--- src/rtl/convex_dispatch.sv ---
// convex_dispatch: upstream feeder for the convex-hull engine.
//
// Points arrive as back-to-back bursts, are buffered in a DEPTH-entry FIFO
// and are issued to the hull engine one at a time. After each issue the
// dispatcher waits for the engine's full response burst before it issues
// the next point. Per-pattern completion is reported with pat_done.
//
// Optional feature: define CONVEX_DISPATCH_STATS_EN to build a per-pattern
// drop accumulator that drives pat_drops. Without it, pat_drops is tied to 0.
//
// Handshake: an upstream point transfers on a rising edge where in_valid and
// in_ready are both high. in_ready depends only on the registered FIFO count,
// never on in_valid. The engine side has no back-pressure: cv_in_valid is a
// one-cycle issue pulse, and cv_out_valid is accepted only while a point is
// outstanding.
//
// Debug outputs: dbg_state (FSM state), dbg_count (FIFO occupancy) and
// dbg_drop (last sampled engine drop count).

module convex_dispatch #(
    parameter int DEPTH = 16
) (
    input  logic                   clk,
    input  logic                   rst_n,
    input  logic                   in_valid,
    output logic                   in_ready,
    input  logic [8:0]             pt_num,
    input  logic [9:0]             in_x,
    input  logic [9:0]             in_y,
    output logic                   cv_in_valid,
    output logic [8:0]             cv_pt_num,
    output logic [9:0]             cv_in_x,
    output logic [9:0]             cv_in_y,
    input  logic                   cv_out_valid,
    input  logic [6:0]             cv_drop_num,
    output logic                   pat_done,
    output logic                   pat_err,
    output logic [8:0]             pat_drops,
    output logic [1:0]             dbg_state,
    output logic [$clog2(DEPTH):0] dbg_count,
    output logic [6:0]             dbg_drop
);

    localparam int AW = $clog2(DEPTH);
    localparam logic [AW:0] FULL_COUNT = (AW + 1)'(DEPTH);

    // Shortest and longest pattern the engine can take.
    localparam logic [8:0] MIN_LEN = 9'd4;
    localparam logic [8:0] MAX_LEN = 9'd500;

    typedef enum logic [1:0] {
        S_IDLE  = 2'd0,
        S_ISSUE = 2'd1,
        S_WAIT  = 2'd2,
        S_DRAIN = 2'd3
    } state_t;

    // ------------------------------------------------------------------
    // Declarations
    // ------------------------------------------------------------------
    state_t        state_q;
    state_t        state_d;

    logic [28:0]   mem [DEPTH];
    logic [AW-1:0] wr_ptr_q;
    logic [AW-1:0] rd_ptr_q;
    logic [AW:0]   count_q;

    logic [8:0]    in_len_q;
    logic [8:0]    in_cnt_q;
    logic          discard_q;
    logic          pat_err_q;

    logic          push;
    logic          pat_start;
    logic          len_illegal;
    logic          drop_point;
    logic          wr_en;
    logic [28:0]   wr_data;

    logic          pop;
    logic          drop_sample;
    logic          drain_exit;
    logic          pat_done_d;

    logic [8:0]    cv_pt_num_q;
    logic [9:0]    cv_in_x_q;
    logic [9:0]    cv_in_y_q;
    logic [8:0]    out_cnt_q;
    logic          pat_done_q;
    logic [6:0]    drop_q;

    // ------------------------------------------------------------------
    // Input side
    // ------------------------------------------------------------------
    assign in_ready = (count_q < FULL_COUNT);

    // Classify each push: pattern start, legality, and whether it is stored.
    always_comb begin
        push        = in_valid && in_ready;
        pat_start   = (in_cnt_q == in_len_q);
        len_illegal = (pt_num < MIN_LEN) || (pt_num > MAX_LEN);
        drop_point  = pat_start ? len_illegal : discard_q;
        wr_en       = push && !drop_point;
        // Later points of a pattern carry the length latched at its start.
        wr_data     = {(pat_start ? pt_num : in_len_q), in_x, in_y};
    end

    // Track position within the incoming pattern and flag illegal lengths.
    always_ff @(posedge clk or negedge rst_n) begin
        if (!rst_n) begin
            in_len_q  <= 9'd0;
            in_cnt_q  <= 9'd0;
            discard_q <= 1'b0;
            pat_err_q <= 1'b0;
        end else begin
            pat_err_q <= push && pat_start && len_illegal;
            if (push) begin
                if (pat_start) begin
                    // A zero length still swallows the point that carried it.
                    in_len_q  <= (pt_num == 9'd0) ? 9'd1 : pt_num;
                    in_cnt_q  <= 9'd1;
                    discard_q <= len_illegal;
                end else begin
                    in_cnt_q  <= in_cnt_q + 9'd1;
                end
            end
        end
    end

    // ------------------------------------------------------------------
    // FIFO
    // ------------------------------------------------------------------
    // Storage array; contents need no reset because count gates every read.
    always_ff @(posedge clk) begin
        if (wr_en) begin
            mem[wr_ptr_q] <= wr_data;
        end
    end

    // Pointers wrap naturally modulo DEPTH; count carries the extra full bit.
    always_ff @(posedge clk or negedge rst_n) begin
        if (!rst_n) begin
            wr_ptr_q <= '0;
            rd_ptr_q <= '0;
            count_q  <= '0;
        end else begin
            if (wr_en) begin
                wr_ptr_q <= wr_ptr_q + 1'b1;
            end
            if (pop) begin
                rd_ptr_q <= rd_ptr_q + 1'b1;
            end
            if (wr_en && !pop) begin
                count_q <= count_q + 1'b1;
            end else if (pop && !wr_en) begin
                count_q <= count_q - 1'b1;
            end
        end
    end

    // ------------------------------------------------------------------
    // Dispatch FSM
    // ------------------------------------------------------------------
    // State register.
    always_ff @(posedge clk or negedge rst_n) begin
        if (!rst_n) begin
            state_q <= S_IDLE;
        end else begin
            state_q <= state_d;
        end
    end

    // Next-state logic: one point outstanding until its response burst ends.
    always_comb begin
        state_d = state_q;
        unique case (state_q)
            S_IDLE:  if (count_q != '0) state_d = S_ISSUE;
            S_ISSUE: state_d = S_WAIT;
            S_WAIT:  if (cv_out_valid) state_d = S_DRAIN;
            S_DRAIN: if (!cv_out_valid) state_d = S_IDLE;
            default: state_d = S_IDLE;
        endcase
    end

    // State-decoded controls; cv_out_valid outside WAIT/DRAIN is ignored.
    always_comb begin
        cv_in_valid = (state_q == S_ISSUE);
        pop         = (state_q == S_IDLE) && (count_q != '0);
        drop_sample = (state_q == S_WAIT) && cv_out_valid;
        drain_exit  = (state_q == S_DRAIN) && !cv_out_valid;
        pat_done_d  = drain_exit && ((out_cnt_q + 9'd1) == cv_pt_num_q);
    end

    // Issue registers: loaded on pop, held until the next pop.
    always_ff @(posedge clk or negedge rst_n) begin
        if (!rst_n) begin
            cv_pt_num_q <= 9'd0;
            cv_in_x_q   <= 10'd0;
            cv_in_y_q   <= 10'd0;
        end else if (pop) begin
            {cv_pt_num_q, cv_in_x_q, cv_in_y_q} <= mem[rd_ptr_q];
        end
    end

    // Count drained responses per pattern and pulse pat_done on the last.
    always_ff @(posedge clk or negedge rst_n) begin
        if (!rst_n) begin
            out_cnt_q  <= 9'd0;
            pat_done_q <= 1'b0;
            drop_q     <= 7'd0;
        end else begin
            pat_done_q <= pat_done_d;
            if (drop_sample) begin
                drop_q <= cv_drop_num;
            end
            if (pat_done_d) begin
                out_cnt_q <= 9'd0;
            end else if (drain_exit) begin
                out_cnt_q <= out_cnt_q + 9'd1;
            end
        end
    end

    // ------------------------------------------------------------------
    // Optional per-pattern drop statistics
    // ------------------------------------------------------------------
`ifdef CONVEX_DISPATCH_STATS_EN
    logic [8:0] acc_q;
    logic [8:0] pat_drops_q;

    // Sum the drop count of every response burst; publish with pat_done.
    always_ff @(posedge clk or negedge rst_n) begin
        if (!rst_n) begin
            acc_q       <= 9'd0;
            pat_drops_q <= 9'd0;
        end else begin
            pat_drops_q <= pat_done_d ? acc_q : 9'd0;
            if (pat_done_d) begin
                acc_q <= 9'd0;
            end else if (drop_sample) begin
                acc_q <= acc_q + {2'b00, cv_drop_num};
            end
        end
    end

    assign pat_drops = pat_drops_q;
`else
    assign pat_drops = 9'd0;
`endif

    // ------------------------------------------------------------------
    // Outputs
    // ------------------------------------------------------------------
    assign cv_pt_num = cv_pt_num_q;
    assign cv_in_x   = cv_in_x_q;
    assign cv_in_y   = cv_in_y_q;
    assign pat_done  = pat_done_q;
    assign pat_err   = pat_err_q;
    assign dbg_state = state_q;
    assign dbg_count = count_q;
    assign dbg_drop  = drop_q;

endmodule

--- config.mk ---
export PLATFORM = sky130hd
export DESIGN_NAME = convex_dispatch
export DESIGN_NICKNAME = d
export VERILOG_FILES = /design/src/rtl/convex_dispatch.sv
export SDC_FILE = /design/constraint.sdc
export NUM_CORES = 1
export LEC_CHECK = 0
export BUFFER_PORTS_ARGS = -buffer_cell sky130_fd_sc_hd__buf_2
export CAP_MARGIN = 0
export CELL_PAD_IN_SITES_DETAIL_PLACEMENT = 1
export CELL_PAD_IN_SITES_GLOBAL_PLACEMENT = 2
export CORE_ASPECT_RATIO = 1.25
export CORE_UTILIZATION = 40
export DETAILED_ROUTE_END_ITERATION = 10
export GPL_TIMING_DRIVEN = 0
export HOLD_SLACK_MARGIN = 0.05
export PLACE_DENSITY = 0.75
export SKIP_LAST_GASP = 1
export SYNTH_ARGS = -nofsm -noshare
export SYNTH_HDL_FRONTEND = slang
export SYNTH_SLANG_ARGS = --single-unit
export TNS_END_PERCENT = 30
--- constraint.sdc ---
create_clock -name clk -period 10.5 [get_ports clk]
set_input_delay 1.05 -clock clk [delete_from_list [all_inputs] [get_ports clk]]
set_output_delay 1.05 -clock clk [all_outputs]
set_load 0.02 [all_outputs]
**Yosys cells after proc, flatten, opt, wreduce, memory -nomap -nowiden**

Memories as Yosys holds them, arrays and structs flattened. A register that Yosys moved wholly into a read port is not among the register bits.
Cells that the tools add are included.
W data, S select, Z words.

- Output and inout port bits: 56
- Flip-flop bits (word level): 52
- Memories: 1
- Input bits: 40
- Latch bits: 0
- Logic and storage cells: 66
- Memory bits (writable): 464
- Bits in read-only memories: 0

- Eq/ne operators: 8
- Multipliers: 0
- Bitwise logic cells: 0
- Divide/modulo/power cells: 0
- Multiplexer cells: 14
- Reductions and logical operators: 23
- $add $sub $neg: 6
- Magnitude comparators: 3
- Shift-type cells: 0

Memory list:

| name | depth | width | rd ports | clocked after Yosys merged registers in | write ports | line | RTL |
|---|---|---|---|---|---|---|---|
| mem | 16 | 29 | 1 | 1 | 1 | 64 | `logic [28:0] mem [DEPTH];` |

Operators with widths:

| operator | count |
|---|---|
| $mux W9 | 5 |
| $add A9 B1 Y9 const B | 2 |
| $eq A9 B9 Y1 | 2 |
| $logic_and A1 B1 Y1 | 10 |
| $mux W5 | 2 |
| $gt A9 B9 Y1 const B | 1 |
| $logic_not A9 Y1 | 1 |
| $lt A9 B3 Y1 const B | 1 |
| $add A4 B1 Y4 const B | 2 |
| $pmux W2 S4 | 1 |
| $mux W2 | 3 |
| $ne A2 B2 Y1 const B | 3 |
| $add A5 B1 Y5 const B | 1 |
| $logic_not A1 Y1 | 5 |
| $lt A5 B5 Y1 const B | 1 |
| $reduce_bool A5 Y1 | 1 |
| $sub A5 B1 Y5 const B | 1 |
| $eq A2 B2 Y1 const B | 2 |
| $reduce_bool A2 Y1 | 2 |
| $mux W1 | 3 |
| $reduce_and A3 Y1 | 1 |
| $eq A2 B1 Y1 const B | 1 |
| $logic_not A2 Y1 | 1 |
| $reduce_and A2 Y1 | 1 |
| $logic_or A1 B1 Y1 | 1 |

**Logic depth before layout (Yosys ltp)**

- Depth in word-level cells: 9
- Gate-level depth with buffers: 15
- Mapped depth without buffers: 13

**Worst setup path before layout**

OpenSTA, ideal clock, no wires.

- Path kind: input-to-reg
- From: input pt_num[0]
- To: memory mem[0][0], enable pin
- Path slack: 5.229 ns
- Data required time: 10.012 ns
- Setup time: 0.488 ns
- Arrival: 4.783 ns
- Path buffers: 0
- Stages: 5
- Path through: nor4b_1 -> nor3_1 -> or2_2 -> a21o_1 -> nor4_1

- Cells in the longest elaborated chain, start to end: 7
- Elaborated cells between the ends (all ways): 8
- Those cells by class: 2 x order compare; 3 x mux; 3 x reduce/logical

RTL lines:

| what | line | RTL |
|---|---|---|
| start, declared | 27 | `input logic [8:0] pt_num,` |
| $lt A9 B3 Y1 / $gt A9 B9 Y1 (equally long branches) | 102 | `len_illegal = (pt_num < MIN_LEN) \|\| (pt_num > MAX_LEN);` |
| $logic_or A1 B1 Y1 * | 102 |  |
| $mux W1 * | - |  |
| $logic_not A1 Y1 * | 104 | `wr_en = push && !drop_point;` |
| $logic_and A1 B1 Y1 * | 104 |  |
| $mux W1 * | 136 | `if (wr_en) begin` |
| $mux W1 (not written as such) * | 137 | `mem[wr_ptr_q] <= wr_data;` |
| end, declared | 64 |  |

Mark *: on every way between the ends. The rest lies on a longest branch, timed or not.

**Worst setup path after layout**

- From: register count_q[0] (netlist: dbg_count[0])
- To: register count_q[4] (netlist: dbg_count[4])

- Cells in the longest elaborated chain, start to end: 6
- Elaborated cells between the ends (all ways): 14
- Those cells by class: 2 x add/sub; 1 x order compare; 2 x mux; 9 x reduce/logical

RTL lines:

| what | line | RTL |
|---|---|---|
| start, declared | 67 | `logic [AW:0] count_q;` |
| start signal, assigned | 155 | `count_q <= count_q + 1'b1;` |
| start signal, assigned | 157 | `count_q <= count_q - 1'b1;` |
| $lt A5 B5 Y1 | 96 | `assign in_ready = (count_q < FULL_COUNT);` |
| $logic_and A1 B1 Y1 | 100 | `push = in_valid && in_ready;` |
| $logic_and A1 B1 Y1 | 104 |  |
| $logic_not A1 Y1 | 156 | `end else if (pop && !wr_en) begin` |
| $logic_and A1 B1 Y1 | 156 |  |
| $reduce_bool A2 Y1 (no source line) | - |  |

Parallel ways exist; a longest one is shown, timed or not. The select of a mux whose other input is x is not followed.
A chain may end at the register's enable or synchronous reset.

==> flow_summary.json <==
{
  "tritoncts": "yes",
  "grt_usage": 0.191,
  "cts_buffer_depth": 3,
  "cts-root-buf": "clkbuf_16",
  "reg2reg_depth": 11,
  "period_share": 0.389,
  "ys_types": 49,
  "post_cts_buffers": 0,
  "critPathLaunchType": "flop",
  "drive_above_1_share": 0.358,
  "finalCriticalPeriod_ps": 4090,
  "postPlaceCellArea_um2": 23700,
  "clkPwrFrac": 0.272,
  "fp.dieH_um": 262,
  "grt_pass1_vias": 11700,
  "nets": 1307,
  "cp_data_required_time_ps": 10970,
  "antenna-diode-count": 0,
  "cts_resized": 0,
  "finClkSkew_ps": 21.9,
  "hold_viol": 0,
  "regArea_um2": 16000,
  "routed_wl_um": 50700,
  "place_congestion": 0.711,
  "p_comb_frac": 0.318,
  "grt_overflow_total": 0,
  "total_power_mw": 6.85,
  "dieArea_um2": 55000,
  "antenna_found_initial": 0,
  "netlist_instances": 1042,
  "critPathKind": "flop to flop",
  "area_delta_synth_final_pct": 17.5,
  "crit_arrival_ps": 4560,
  "synth_top_cell_by_area": "edfxtp_1",
  "io_pins": 96,
  "rsz0062_at_grt": "false",
  "r2r-end": "dbg_count[4]$_DFFE_PN0P_",
  "timing.slew.headroom": 0.201,
  "dieWidth_um": 210,
  "hold_class": "input pin to async pin",
  "cts_made_buffers": 51,
  "clk_latency_ps": 600,
  "tns_ps": 0,
  "row_count": 94,
  "ant_nets": 0,
  "grt_max_degree": 43,
  "dr.pass1.iters": 5,
  "status": "completed",
  "port_buffers": 86,
  "switchingPower_mw": 2.13,
  "postCtsHoldBufs": 0,
  "synth_area_leaders": "edfxtp_1 (64%), mux4_2 (15%), dfrtp_1 (9.4%)",
  "drt-initial-drc-count": 850,
  "yosysWarnings": 0,
  "critPathCaptureType": "flop",
  "dr_total_vias": 10600,
  "p_int_mw": 4.72,
  "synth_edf_count": 464,
  "swShare": 0.311,
  "powerDensity_nw_per_um2": 270,
  "max_clock_freq_ghz": 0.245,
  "ff2ff_setup_slack_ps": 6410,
  "synth_area_um2": 21600,
  "clock_sinks": 545,
  "yosys_register_bits": 545,
  "ir_worst_vdd_v": 0.000132,
  "power_leakage_nw": 8.72,
  "maxSlewViolCount": 0,
  "crit_fanout": 10,
  "multi_input_area_um2": 5410,
  "start_util": 0.407,
  "max_cap_viol_count": 0,
  "setup_viol": 0,
  "final_area_um2": 25400,
  "dp_hpwl_um": 34800,
  "avgSynthCellArea_um2": 20.7,
  "ys_seq_area_frac": 0.739,
  "n_fill_cell": 4907,
  "synth_top_area_share": 0.645,
  "synth_flop_cell": "edfxtp_1",
  "grt_pass1_wl_um": 76300,
  "routedWlPerCell_um": 25.2,
  "r2r-start": "dbg_count[0]$_DFFE_PN0P_",
  "worstMarginPinSlew_ps": 1200,
  "clk_pin_slew_ps": 60,
  "async_flop_share": 0.149,
  "vias_per_cell": 5.28,
  "fp.coreArea_um2": 53000,
  "drcViolationCount": 0,
  "htree_levels": 2,
  "seqPwrFrac": 0.410
}
[layout make-up]
type,instances,area share
Buffer,58,0.0119
Clock inverter,29,0.0128
Sequential cell,545,0.629
Multi-Input combinational cell,433,0.213
Tap cell,720,0.0355
Inverter,14,0.00207
Timing Repair Buffer,148,0.0428
Clock buffer,65,0.0531
[flip-flops by register name (all words and copies together), names as in the netlist, 5 cells and up]
register and flops:
mem 464, cv_in_x 10, cv_in_y 10, cv_pt_num 9, in_cnt_q 9, in_len_q 9, out_cnt_q 9, dbg_drop 7
dbg_count 5
[power by group through the flow]
stage | combinational, mW | sequential, mW | clock, mW
floorplan | 1.41 | 2.92 | 0
global placement | 2.13 | 2.86 | 0
detailed placement | 2.23 | 2.86 | 0
CTS | 2.24 | 2.81 | 1.90
global route | 2.37 | 2.84 | 1.96
finish | 2.18 | 2.81 | 1.86
[worst max-delay path, cell delays in order (launching register included)]
cell	delay [ps]
dfrtp_1	450
or4_1	610
o21ai_1	890
buf_2	520
ha_1	260
inv_1	110
fa_1	420
a21o_1	170
a21oi_1	170
xnor2_1	130
nor2_1	80
xnor2_1	140
[stage by stage]
stage | setup WS, ps | utilization | cells | hold slack, ps
after floorplan | 5230 | - | 1050 | 501
after detailed placement | 6120 | 0.447 | 1918 | 488
final | 6410 | 0.479 | 2012 | 478
after global routing | 6160 | 0.479 | 2012 | 516
after global placement | 982 | 0.433 | 1856 | 483
after CTS | 6270 | 0.479 | 2012 | 489
[Yosys cell counts (all sizes together) (12+ instances only)]
cell / n
buf: 33
nor3: 21
mux4: 145
inv: 14
xor2: 26
nor2: 27
mux2: 48
ha: 15
clkbuf: 25
dfrtp: 81
xnor2: 17
edfxtp: 464
o21ai: 12
nand2: 41
[metal layers]
metal,vias to the layer above,global-route usage,share of wire,wire length (um)
met4,0,0.0560,0.022,1120
li1,4623,-,-,-
met5,-,0,0,0
met2,241,0.348,0.54,27200
met3,70,0.0245,0.039,1990
met1,5686,0.239,0.40,20400
[cell families after synthesis]
family / after synthesis / share of synthesized area
multiplexers: 195 / 0.177
other: 1 / 0.000174
buffers and inverters: 72 / 0.0164
adder cells (fa/ha/maj): 16 / 0.00961
XOR/XNOR: 43 / 0.0174
AO/OA/AOI/OAI: 33 / 0.00944
AND/OR/NAND/NOR: 137 / 0.0313
flip-flops: 545 / 0.739
[layout by cell type (no fill, tap or decap), types with 11 or more instances in the layout]
cell	instances
edfxtp_1	464
mux4_2	145
buf_2	101
dfrtp_1	81
clkbuf_16	51
mux2_2	45
nand2_1	41
clkbuf_1	37
buf_6	37
buf_4	32
xor2_1	26
nor2_1	26
xnor2_1	17
ha_1	15
inv_1	14
nor3_2	12
nand3_1	11
[worst max path at each step]
| stage | startpoint | endpoint | slack (ps) | depth (start not counted) |
|---|---|---|---|---|
| finish | dbg_count[0]$_DFFE_PN0P_ | dbg_count[4]$_DFFE_PN0P_ | 6410 | 11 |
| global route | dbg_count[0]$_DFFE_PN0P_ | dbg_count[4]$_DFFE_PN0P_ | 6160 | 11 |
| CTS | dbg_count[0]$_DFFE_PN0P_ | dbg_count[4]$_DFFE_PN0P_ | 6270 | 11 |
| detailed placement | pt_num[0] | mem[8][6]$_DFFE_PP_ | 6120 | 10 |
| global placement | pt_num[0] | mem[0][5]$_DFFE_PP_ | 980 | 6 |
| floorplan | pt_num[0] | mem[0][0]$_DFFE_PP_ | 5230 | 5 |
No activity file was read; power rests on OpenSTA's default activity.
